<file path="src/rtl/mem_port_arbiter.sv">
// Shares one fixed-latency single-ported memory between instruction fetch and data access.
// Data wins ties until fetch has been passed over STARVE_LIMIT times in a row.
module mem_port_arbiter #(
    parameter int ADDR_W       = 32,
    parameter int DATA_W       = 32,
    parameter int MEM_LATENCY  = 2,
    parameter int STARVE_LIMIT = 4
) (
    input  logic                clk_i,
    input  logic                reset_i,
    input  logic                if_req_i,
    input  logic [ADDR_W-1:0]   if_addr_i,
    output logic                if_ack_o,
    output logic [DATA_W-1:0]   if_rdata_o,
    input  logic                d_req_i,
    input  logic                d_we_i,
    input  logic [ADDR_W-1:0]   d_addr_i,
    input  logic [DATA_W-1:0]   d_wdata_i,
    input  logic [DATA_W/8-1:0] d_wmask_i,
    output logic                d_ack_o,
    output logic [DATA_W-1:0]   d_rdata_o,
    output logic                mem_en_o,
    output logic                mem_we_o,
    output logic [ADDR_W-1:0]   mem_addr_o,
    output logic [DATA_W-1:0]   mem_wdata_o,
    output logic [DATA_W/8-1:0] mem_wmask_o,
    input  logic [DATA_W-1:0]   mem_rdata_i,
    output logic                if_stall_o,
    output logic                d_stall_o,
    output logic                busy_o
);

    localparam int MW    = DATA_W / 8;
    localparam int LAT_W = (MEM_LATENCY > 1) ? $clog2(MEM_LATENCY) : 1;
    localparam int STV_W = (STARVE_LIMIT > 0) ? $clog2(STARVE_LIMIT + 1) : 1;

    typedef enum logic [1:0] {
        ST_IDLE  = 2'd0,
        ST_ISSUE = 2'd1,
        ST_WAIT  = 2'd2,
        ST_DONE  = 2'd3
    } state_e;

    state_e             state_q, state_d;
    logic               gnt_fetch_q, gnt_fetch_d;
    logic               txn_we_q, txn_we_d;
    logic [LAT_W-1:0]   lat_q, lat_d;
    logic [STV_W-1:0]   starve_q, starve_d;
    logic               mem_en_q, mem_en_d;
    logic               mem_we_q, mem_we_d;
    logic [MW-1:0]      mem_wmask_q, mem_wmask_d;
    logic [ADDR_W-1:0]  mem_addr_q, mem_addr_d;
    logic [DATA_W-1:0]  mem_wdata_q, mem_wdata_d;
    logic               if_ack_q, if_ack_d;
    logic               d_ack_q, d_ack_d;
    logic [DATA_W-1:0]  if_rdata_q, if_rdata_d;
    logic [DATA_W-1:0]  d_rdata_q, d_rdata_d;
    logic               busy_q, busy_d;
    logic               pick_fetch_s;

    // Fetch wins when it is the only requester or has been starved to the limit
    assign pick_fetch_s = if_req_i & (~d_req_i | (starve_q == STV_W'(STARVE_LIMIT)));

    assign if_ack_o    = if_ack_q;
    assign d_ack_o     = d_ack_q;
    assign if_rdata_o  = if_rdata_q;
    assign d_rdata_o   = d_rdata_q;
    assign mem_en_o    = mem_en_q;
    assign mem_we_o    = mem_we_q;
    assign mem_wmask_o = mem_wmask_q;
    assign mem_addr_o  = mem_addr_q;
    assign mem_wdata_o = mem_wdata_q;
    assign busy_o      = busy_q;
    assign if_stall_o  = if_req_i & ~if_ack_q & ~reset_i;
    assign d_stall_o   = d_req_i & ~d_ack_q & ~reset_i;

    // Transaction FSM: arbitration, memory strobe, latency count and completion
    always_comb begin
        state_d     = state_q;
        gnt_fetch_d = gnt_fetch_q;
        txn_we_d    = txn_we_q;
        lat_d       = lat_q;
        starve_d    = starve_q;
        mem_en_d    = 1'b0;
        mem_we_d    = 1'b0;
        mem_wmask_d = {MW{1'b0}};
        mem_addr_d  = mem_addr_q;
        mem_wdata_d = mem_wdata_q;
        if_ack_d    = 1'b0;
        d_ack_d     = 1'b0;
        if_rdata_d  = if_rdata_q;
        d_rdata_d   = d_rdata_q;
        case (state_q)
            ST_IDLE: begin
                if (if_req_i || d_req_i) begin
                    state_d  = ST_ISSUE;
                    mem_en_d = 1'b1;
                    if (pick_fetch_s) begin
                        gnt_fetch_d = 1'b1;
                        txn_we_d    = 1'b0;
                        mem_addr_d  = if_addr_i;
                        starve_d    = {STV_W{1'b0}};
                    end else begin
                        gnt_fetch_d = 1'b0;
                        txn_we_d    = d_we_i;
                        mem_we_d    = d_we_i;
                        mem_wmask_d = d_we_i ? d_wmask_i : {MW{1'b0}};
                        mem_addr_d  = d_addr_i;
                        mem_wdata_d = d_wdata_i;
                        if (if_req_i && (starve_q != STV_W'(STARVE_LIMIT))) begin
                            starve_d = starve_q + STV_W'(1);
                        end else if (if_req_i) begin
                            starve_d = starve_q;
                        end else begin
                            starve_d = {STV_W{1'b0}};
                        end
                    end
                end else begin
                    state_d = ST_IDLE;
                end
            end
            ST_ISSUE: begin
                state_d = ST_WAIT;
                lat_d   = LAT_W'(MEM_LATENCY - 1);
            end
            ST_WAIT: begin
                if (lat_q == {LAT_W{1'b0}}) begin
                    state_d = ST_DONE;
                    if (gnt_fetch_q) begin
                        if_ack_d   = 1'b1;
                        if_rdata_d = mem_rdata_i;
                    end else if (txn_we_q) begin
                        d_ack_d = 1'b1;
                    end else begin
                        d_ack_d   = 1'b1;
                        d_rdata_d = mem_rdata_i;
                    end
                end else begin
                    lat_d = lat_q - LAT_W'(1);
                end
            end
            ST_DONE: begin
                state_d = ST_IDLE;
            end
            default: begin
                state_d = ST_IDLE;
            end
        endcase
        busy_d = (state_d != ST_IDLE);
    end

    // State and registered outputs; reset abandons any transaction in flight
    always_ff @(posedge clk_i or posedge reset_i) begin
        if (reset_i) begin
            state_q     <= ST_IDLE;
            gnt_fetch_q <= 1'b0;
            txn_we_q    <= 1'b0;
            lat_q       <= {LAT_W{1'b0}};
            starve_q    <= {STV_W{1'b0}};
            mem_en_q    <= 1'b0;
            mem_we_q    <= 1'b0;
            mem_wmask_q <= {MW{1'b0}};
            mem_addr_q  <= {ADDR_W{1'b0}};
            mem_wdata_q <= {DATA_W{1'b0}};
            if_ack_q    <= 1'b0;
            d_ack_q     <= 1'b0;
            if_rdata_q  <= {DATA_W{1'b0}};
            d_rdata_q   <= {DATA_W{1'b0}};
            busy_q      <= 1'b0;
        end else begin
            state_q     <= state_d;
            gnt_fetch_q <= gnt_fetch_d;
            txn_we_q    <= txn_we_d;
            lat_q       <= lat_d;
            starve_q    <= starve_d;
            mem_en_q    <= mem_en_d;
            mem_we_q    <= mem_we_d;
            mem_wmask_q <= mem_wmask_d;
            mem_addr_q  <= mem_addr_d;
            mem_wdata_q <= mem_wdata_d;
            if_ack_q    <= if_ack_d;
            d_ack_q     <= d_ack_d;
            if_rdata_q  <= if_rdata_d;
            d_rdata_q   <= d_rdata_d;
            busy_q      <= busy_d;
        end
    end

endmodule

</file>
<file path="config.mk">
export PLATFORM = sky130hd
export DESIGN_NAME = mem_port_arbiter
export DESIGN_NICKNAME = d
export VERILOG_FILES = /design/src/rtl/mem_port_arbiter.sv
export SDC_FILE = /design/constraint.sdc
export NUM_CORES = 1
export LEC_CHECK = 0
export CAP_MARGIN = 20
export CORE_UTILIZATION = 44
export DETAILED_ROUTE_END_ITERATION = 8
export PLACE_DENSITY = 0.86
export REMOVE_ABC_BUFFERS = 1
export SETUP_SLACK_MARGIN = 0.02
export SKIP_LAST_GASP = 1
export SLEW_MARGIN = 20
export SYNTH_ARGS = -nofsm -noshare
export SYNTH_HDL_FRONTEND = slang
export SYNTH_SLANG_ARGS = --single-unit
</file>
<file path="constraint.sdc">
create_clock -name clk_i -period 10.1 [get_ports clk_i]
set_input_delay 2.02 -clock clk_i [delete_from_list [all_inputs] [get_ports clk_i]]
set_output_delay 2.02 -clock clk_i [all_outputs]
set_load 0.02 [all_outputs]
</file>
==> results of run 1 <==
-- power groups by stage --
stage	clock network, µW	logic [µW]	registers (µW)
6_report	668	1430	1020
5_1_grt	706	1510	1050
4_1_cts	679	1440	1020
3_5_place_dp	0	1430	1020
3_3_place_gp	0	1400	1000
2_1_floorplan	0	375	1330
-- placed cells by master (no fill, tap or decap), types with 2 or more instances in the layout --
| master | count |
|---|---|
| a221o_1 | 32 |
| and2_0 | 20 |
| and2_1 | 13 |
| and3_1 | 4 |
| buf_4 | 5 |
| bufinv_16 | 4 |
| clkbuf_16 | 17 |
| clkbuf_8 | 4 |
| clkdlybuf4s50_1 | 275 |
| clkinv_2 | 4 |
| clkinvlp_4 | 2 |
| dfrtp_1 | 145 |
| ha_1 | 4 |
| inv_1 | 6 |
| mux2_1 | 93 |
| mux2_2 | 3 |
| nand2_1 | 5 |
| nand2b_1 | 2 |
| nor3b_1 | 2 |
| o22ai_1 | 2 |
-- final cells by class --
class	instances	area, µm²	share of cell area, %
clock buffer	22	484	5.27
clock inverter	10	155	1.69
inverter	8	35.0	0.382
multi-input combinational	196	1880	20.5
sequential	145	3630	39.5
tap	168	210	2.29
timing repair buffer	280	2790	30.4
-- kinds of logic (layout without fill, tap and decap cells) --
logic type | after synthesis | after routing | share of synthesized area (%)
buffers and inverters | 29 | 320 | 2.77
AND/OR/NAND/NOR | 53 | 53 | 5.79
adder cells (fa/ha/maj) | 4 | 4 | 0.888
multiplexers | 96 | 96 | 19.2
AO/OA/AOI/OAI | 43 | 43 | 7.03
flip-flops | 145 | 145 | 64.3
-- how the worst max path moves through the flow --
stage,slack (ps),startpoint,to,cells past startpoint
final,4570,if_req_i,if_stall_o,3
after global placement,4610,if_req_i,if_stall_o,3
after global routing,4510,if_req_i,if_stall_o,3
after detailed placement,4580,if_req_i,if_stall_o,3
after floorplan,4190,reset_i,busy_o$_DFF_PP0_,1
after CTS,4570,if_req_i,if_stall_o,3
-- per-layer routing --
metal  global-route usage (%)  wire length [µm]  vias up
met4                     12.3               521        0
met2                     43.1              7900      199
met3                     8.86              1310       34
li1                         -                 -     1885
met5                        0                 0        -
met1                     25.6              5580     2078
-- critical path: cells and delay by family --
kind | cells | cell delay, ps
and+or+nand+nor | 1 | 220
buffers and inverters | 2 | 1270
-- through the flow --
| step | total power [µW] | instances | instance area [µm²] | utilization [%] | worst slack [ps] |
|---|---|---|---|---|---|
| CTS | 3140 | 829 | 9180 | 74.9 | 4570 |
| global route | 3260 | 829 | 9180 | 74.9 | 4510 |
| finish | 3110 | 829 | 9180 | 74.9 | 4570 |
| floorplan | 1700 | 349 | 5510 | - | 4190 |
| detailed placement | 2450 | 797 | 8540 | 69.7 | 4580 |
| global placement | 2400 | 797 | 8540 | 69.7 | 4610 |
-- state kept, by name (all words and copies together) (netlist names), 2 cells and up --
register and cells:
mem_wmask_o 4, mem_addr_o 32, if_rdata_o 32, mem_wdata_o 32, state_q 2, starve_q 3, d_rdata_o 32
==> impl_results.md, run 1 <==
* Area share of the largest cell type after synthesis at 64.3%
* Clk slew on worst S/H paths at roughly 60 ps
* Fillers at 783
* R2R Path Start: state_q[0]$_DFF_PP0_
* Number of synthesized flops with an enable pin at 0
* Die X at between 100 and 150 µm
* GRT Resource Usage Total at about a quarter
* Tcrit/Tclk final at 54.7%
* Peak Freq at 0.181 GHz
* Net Sw Power at roughly 1100 µW
* DR DRC count at 0
* Unrepaired setup endpoints after global routing: false
* CP Data Arrival Time at 3510 ps
* Slew Viols, Final at 0
* CTS resizes at 0
* Clock period minus worst slack at 5530 ps
* Combinational Power Share at a little under half
* Hold Path Origin: mem_wdata_o[15]$_DFFE_PP0P_
* GRT overflow at 0
* Ports at around 280
* Vias in the first global route at 4710
* Layout area overhead at 62.8%
* Global-route wire length before repair at 24000 µm
* Share of layout cells above drive strength 1 at 6.96%
* Post-CTS setup buffer count at 0
* Worst r2r dst: mem_wdata_o[19]$_DFFE_PP0P_
* Clk pwr share at 21.5%
* FF-to-FF setup slack at 7820 ps
* Die Height at around 120 µm
* Async SR Flop Fraction at 100%
* CTS hold repair buffers at 0
* Yosys warns at 0
* CP max stage delay at about 640 ps
* Cell area after synthesis at 5640 µm²
* Sinks on the clock net at 145
* H-tree depth at 4
* Cell Chain, Critical Path: clkdlybuf4s50_1 > nor3b_1 > clkdlybuf4s50_1
* Req. time, crit path at approximately 8000 ps
* Worst Setup End Kind: output pin
* Worst hold path type: reg2reg
* TritonCTS clock tree: built
* Outcome: complete, no violations
* Endpoints failing setup at 0
* GP Congestion at 0.774
* Leakage power at 0.00386 µW
* Worst-skew pair later-pin latency at 410 ps
* Sequential fraction of the synthesis area at between 60 and 70%
* Ant diodes at 0
* Setup CP Type: in2out
* Hold slack at 481 ps
* Count of cell types in the netlist at 31
* Top FF cell, synth: dfrtp_1
* WHS Path Cells at 1
* Largest net degree at the start of global routing at 89
* Cell mode on critical path: clkdlybuf4s50_1
* Wirelength, routed at 15300 µm
* End of the worst hold path: mem_wdata_o[15]$_DFFE_PP0P_
* HPWL Detailed at about 11000 µm
* Slew at the pin closest to its max-slew limit at 958 ps
* CP Launch Type: input pin
* Max-cap violation count at 0
* R2R cell count at 6
* Power Density at between 300 and 400 nW/µm²
* Final setup TNS at 0 ps
* Initial antenna violation count at 0
* Worst vdd ir at 233 µV
* Core ar. at 12300 µm²
* Vias at 4196
* Most frequent cells after synthesis: dfrtp_1, mux2_1, a221o_1, and2_0, and2_1
* Final nets at about 800
* Vias per inst at 5.06
* Int Pwr at between 2000 and 2500 µW
* Initial Utilization at 46.0%
* Seq pwr share at about a third
* Mean Syn Cell Area at 15.2 µm²
* Post-Route Skew at 10.0 ps
* Die ar. at between 10000 and 15000 µm²
* Most numerous cell in the Yosys netlist: dfrtp_1
* CTS Buffer Depth at 2
* CTS Buf Count at 17
* Clock Tree Root: clkbuf_16
* Pre-antenna DRT Iters at 4
* Synth area leaders: dfrtp_1, mux2_1, a221o_1
* Critical path's slowest cell: clkdlybuf4s50_1
* Synth Instances at 370
* DR iter-0 viols at approximately 190
* Row cnt at 40
* Relative slew slack at 36.0%
* Switch share at 34.6%
* Drt wl/cell at 18.5 µm
* CP Max Fanout at 6
* Area leader, netlist: dfrtp_1
* Buffers on Ports at ~280
* Synth Register Bits at 145
* Final hold vios at 0
* Routed Antenna Nets at 0
(Power assumes the default switching activity.)
==> run 2, diff against run 1 <==
Settings changed: CORE_UTILIZATION 44 to 41, PLACE_DENSITY 0.86 to 0.81.
Clock period 10.1 ns to 5.45 ns, I/O delays scaled along.
==> run 2 against run 1 <==
Against the previous run: wire length is 4.0% lower; first-iteration DRC count is 15% lower; non-clock buffer count is 1 higher; global-route usage is 2.9 points lower; final cell count is 0.97% higher; critical endpoint unchanged; largest cell class unchanged.
==> impl_results.md, run 2 (synthesized netlist as in run 1, its figures left out) <==
* Sinks on the clock net at 145
* R2R cell count at 5
* Worst hold path type: reg2reg
* Fillers at 938
* Worst vdd ir at 300 µV
* Vias at 4193
* Worst Setup End Kind: output pin
* Largest net degree at the start of global routing at 120
* Layout area overhead at 62.0%
* Drt wl/cell at about 18 µm
* Peak Freq at 0.268 GHz
* CTS Buffer Depth at 2
* Top delay family on crit path: buffers and inverters
* Worst r2r dst: d_rdata_o[29]$_DFFE_PP0P_
* Clk slew on worst S/H paths at 60 ps
* FF-to-FF setup slack at about 3200 ps
* H-tree depth at 4
* Relative slew slack at between 30% and 40%
* Hold slack at 484 ps
* Die X at 119 µm
* CTS hold repair buffers at 0
* Outcome: complete, no violations
* Clock period minus worst slack at 3730 ps
* DR DRC count at 0
* CP Max Fanout at 6
* GP Congestion at 0.775
* Critical path's slowest cell: clkdlybuf4s50_1
* Cell Chain, Critical Path: clkdlybuf4s50_1 > nor3b_1 > clkdlybuf4s50_1
* Tcrit/Tclk final at just under 70%
* R2R Path Start: state_q[0]$_DFF_PP0_
* Endpoints failing setup at 0
* Routed Antenna Nets at 0
* CP Data Arrival Time at 2640 ps
* CP Launch Type: input pin
* Final setup TNS at 0 ps
* Hold Path Origin: mem_wdata_o[8]$_DFFE_PP0P_
* Final core occ at 68.5%
* CP max stage delay at roughly 670 ps
* TritonCTS clock tree: built
* Wirelength, routed at between 10000 and 15000 µm
* Bufs and invs on worst path at 2
* Row cnt at 42
* Vias per inst at about 5.0
* DR iter-0 viols at 160
* Ports at 276
* GRT overflow at 0
* Core ar. at 13300 µm²
* Share of layout cells above drive strength 1 at 7.11%
* WHS Path Cells at 1
* Tot Pwr at 5620 µW
* Global-route wire length before repair at roughly 23000 µm
* Max-cap violation count at 0
* Clock Tree Root: clkbuf_16
* End of the worst hold path: mem_wdata_o[8]$_DFFE_PP0P_
* GRT Resource Usage Total at between 20% and 30%
* Final nets at 790
* Unrepaired setup endpoints after global routing: false
* Ant diodes at 0
* HPWL Detailed at 10800 µm
* Power Density at 615 nW/µm²
* Most frequent cells in the layout: clkdlybuf4s50_1, dfrtp_1, mux2_1
* Req. time, crit path at 4360 ps
* Slew at the pin closest to its max-slew limit at 993 ps
* Vias in the first global route at 4484
* Final hold vios at 0
* Area of the multi-input gates at 1880 µm²
* Leakage power at 0.00383 µW
* Commonest non-fill, non-tap cell in the layout: clkdlybuf4s50_1
* Initial Utilization at 42.2%
* Worst-skew pair later-pin latency at 410 ps
* Setup CP Type: in2out
* CTS Buf Count at 17
* CTS resizes at 0
* Post-CTS setup buffer count at 0
* Initial antenna violation count at 0
* Cell mode on critical path: clkdlybuf4s50_1
* Buffers on Ports at 275
* Register area at 3630 µm²
* Die Height at 119 µm
* Pre-antenna DRT Iters at 4
* Post-Route Skew at 7.39 ps
* Die ar. at 14200 µm²
* Slew Viols, Final at 0
==> run 2: layout make-up <==
cell class              count  area share [%]
repair buffers            281            30.6
clock buffers              18            4.81
inverters                   8           0.411
multi-input cells         196            20.6
clock inverters            13            1.49
well taps                 176            2.41
flip-flops and latches    145            39.7
==> run 2: how the worst max path moves through the flow <==
stage                     cells past startpoint  slack [ps]      from               end
after CTS                                     3        1720  if_req_i        if_stall_o
after global placement                        3        1810  if_req_i        if_stall_o
after global routing                          3        1700  if_req_i        if_stall_o
after floorplan                               1         470   reset_i  busy_o$_DFF_PP0_
after detailed placement                      3        1720  if_req_i        if_stall_o
final                                         3        1720  if_req_i        if_stall_o
==> run 2: metal layers <==
| layer | wire, µm | up-vias | track usage, % |
|---|---|---|---|
| li1 | - | 1889 | - |
| met1 | 5670 | 2071 | 24.6 |
| met2 | 7420 | 206 | 36.8 |
| met3 | 1280 | 27 | 6.80 |
| met4 | 327 | 0 | 9.26 |
| met5 | 0 | - | 0 |
==> run 2: stage by stage <==
stage                     setup WS [ps]  instances  instance area, µm²
after global placement             1810        806                8560
after CTS                          1720        837                9140
after detailed placement           1720        806                8560
after floorplan                     465        349                5510
after global routing               1700        837                9140
final                              1720        837                9140
==> run 2: power by group <==
| group | switching [µW] | leakage [µW] | internal, µW |
|---|---|---|---|
| Combinational | 1270 | 0.00181 | 1360 |
| Clock | 434 | 0.000274 | 682 |
| Sequential | 277 | 0.00174 | 1600 |
==> run 2: worst register-to-register path, cell delays in order, from the launching register on <==
cell	delay, ps
dfrtp_1	370
inv_1	80
ha_1	210
nor3b_2	220
nor2b_4	840
mux2_1	410
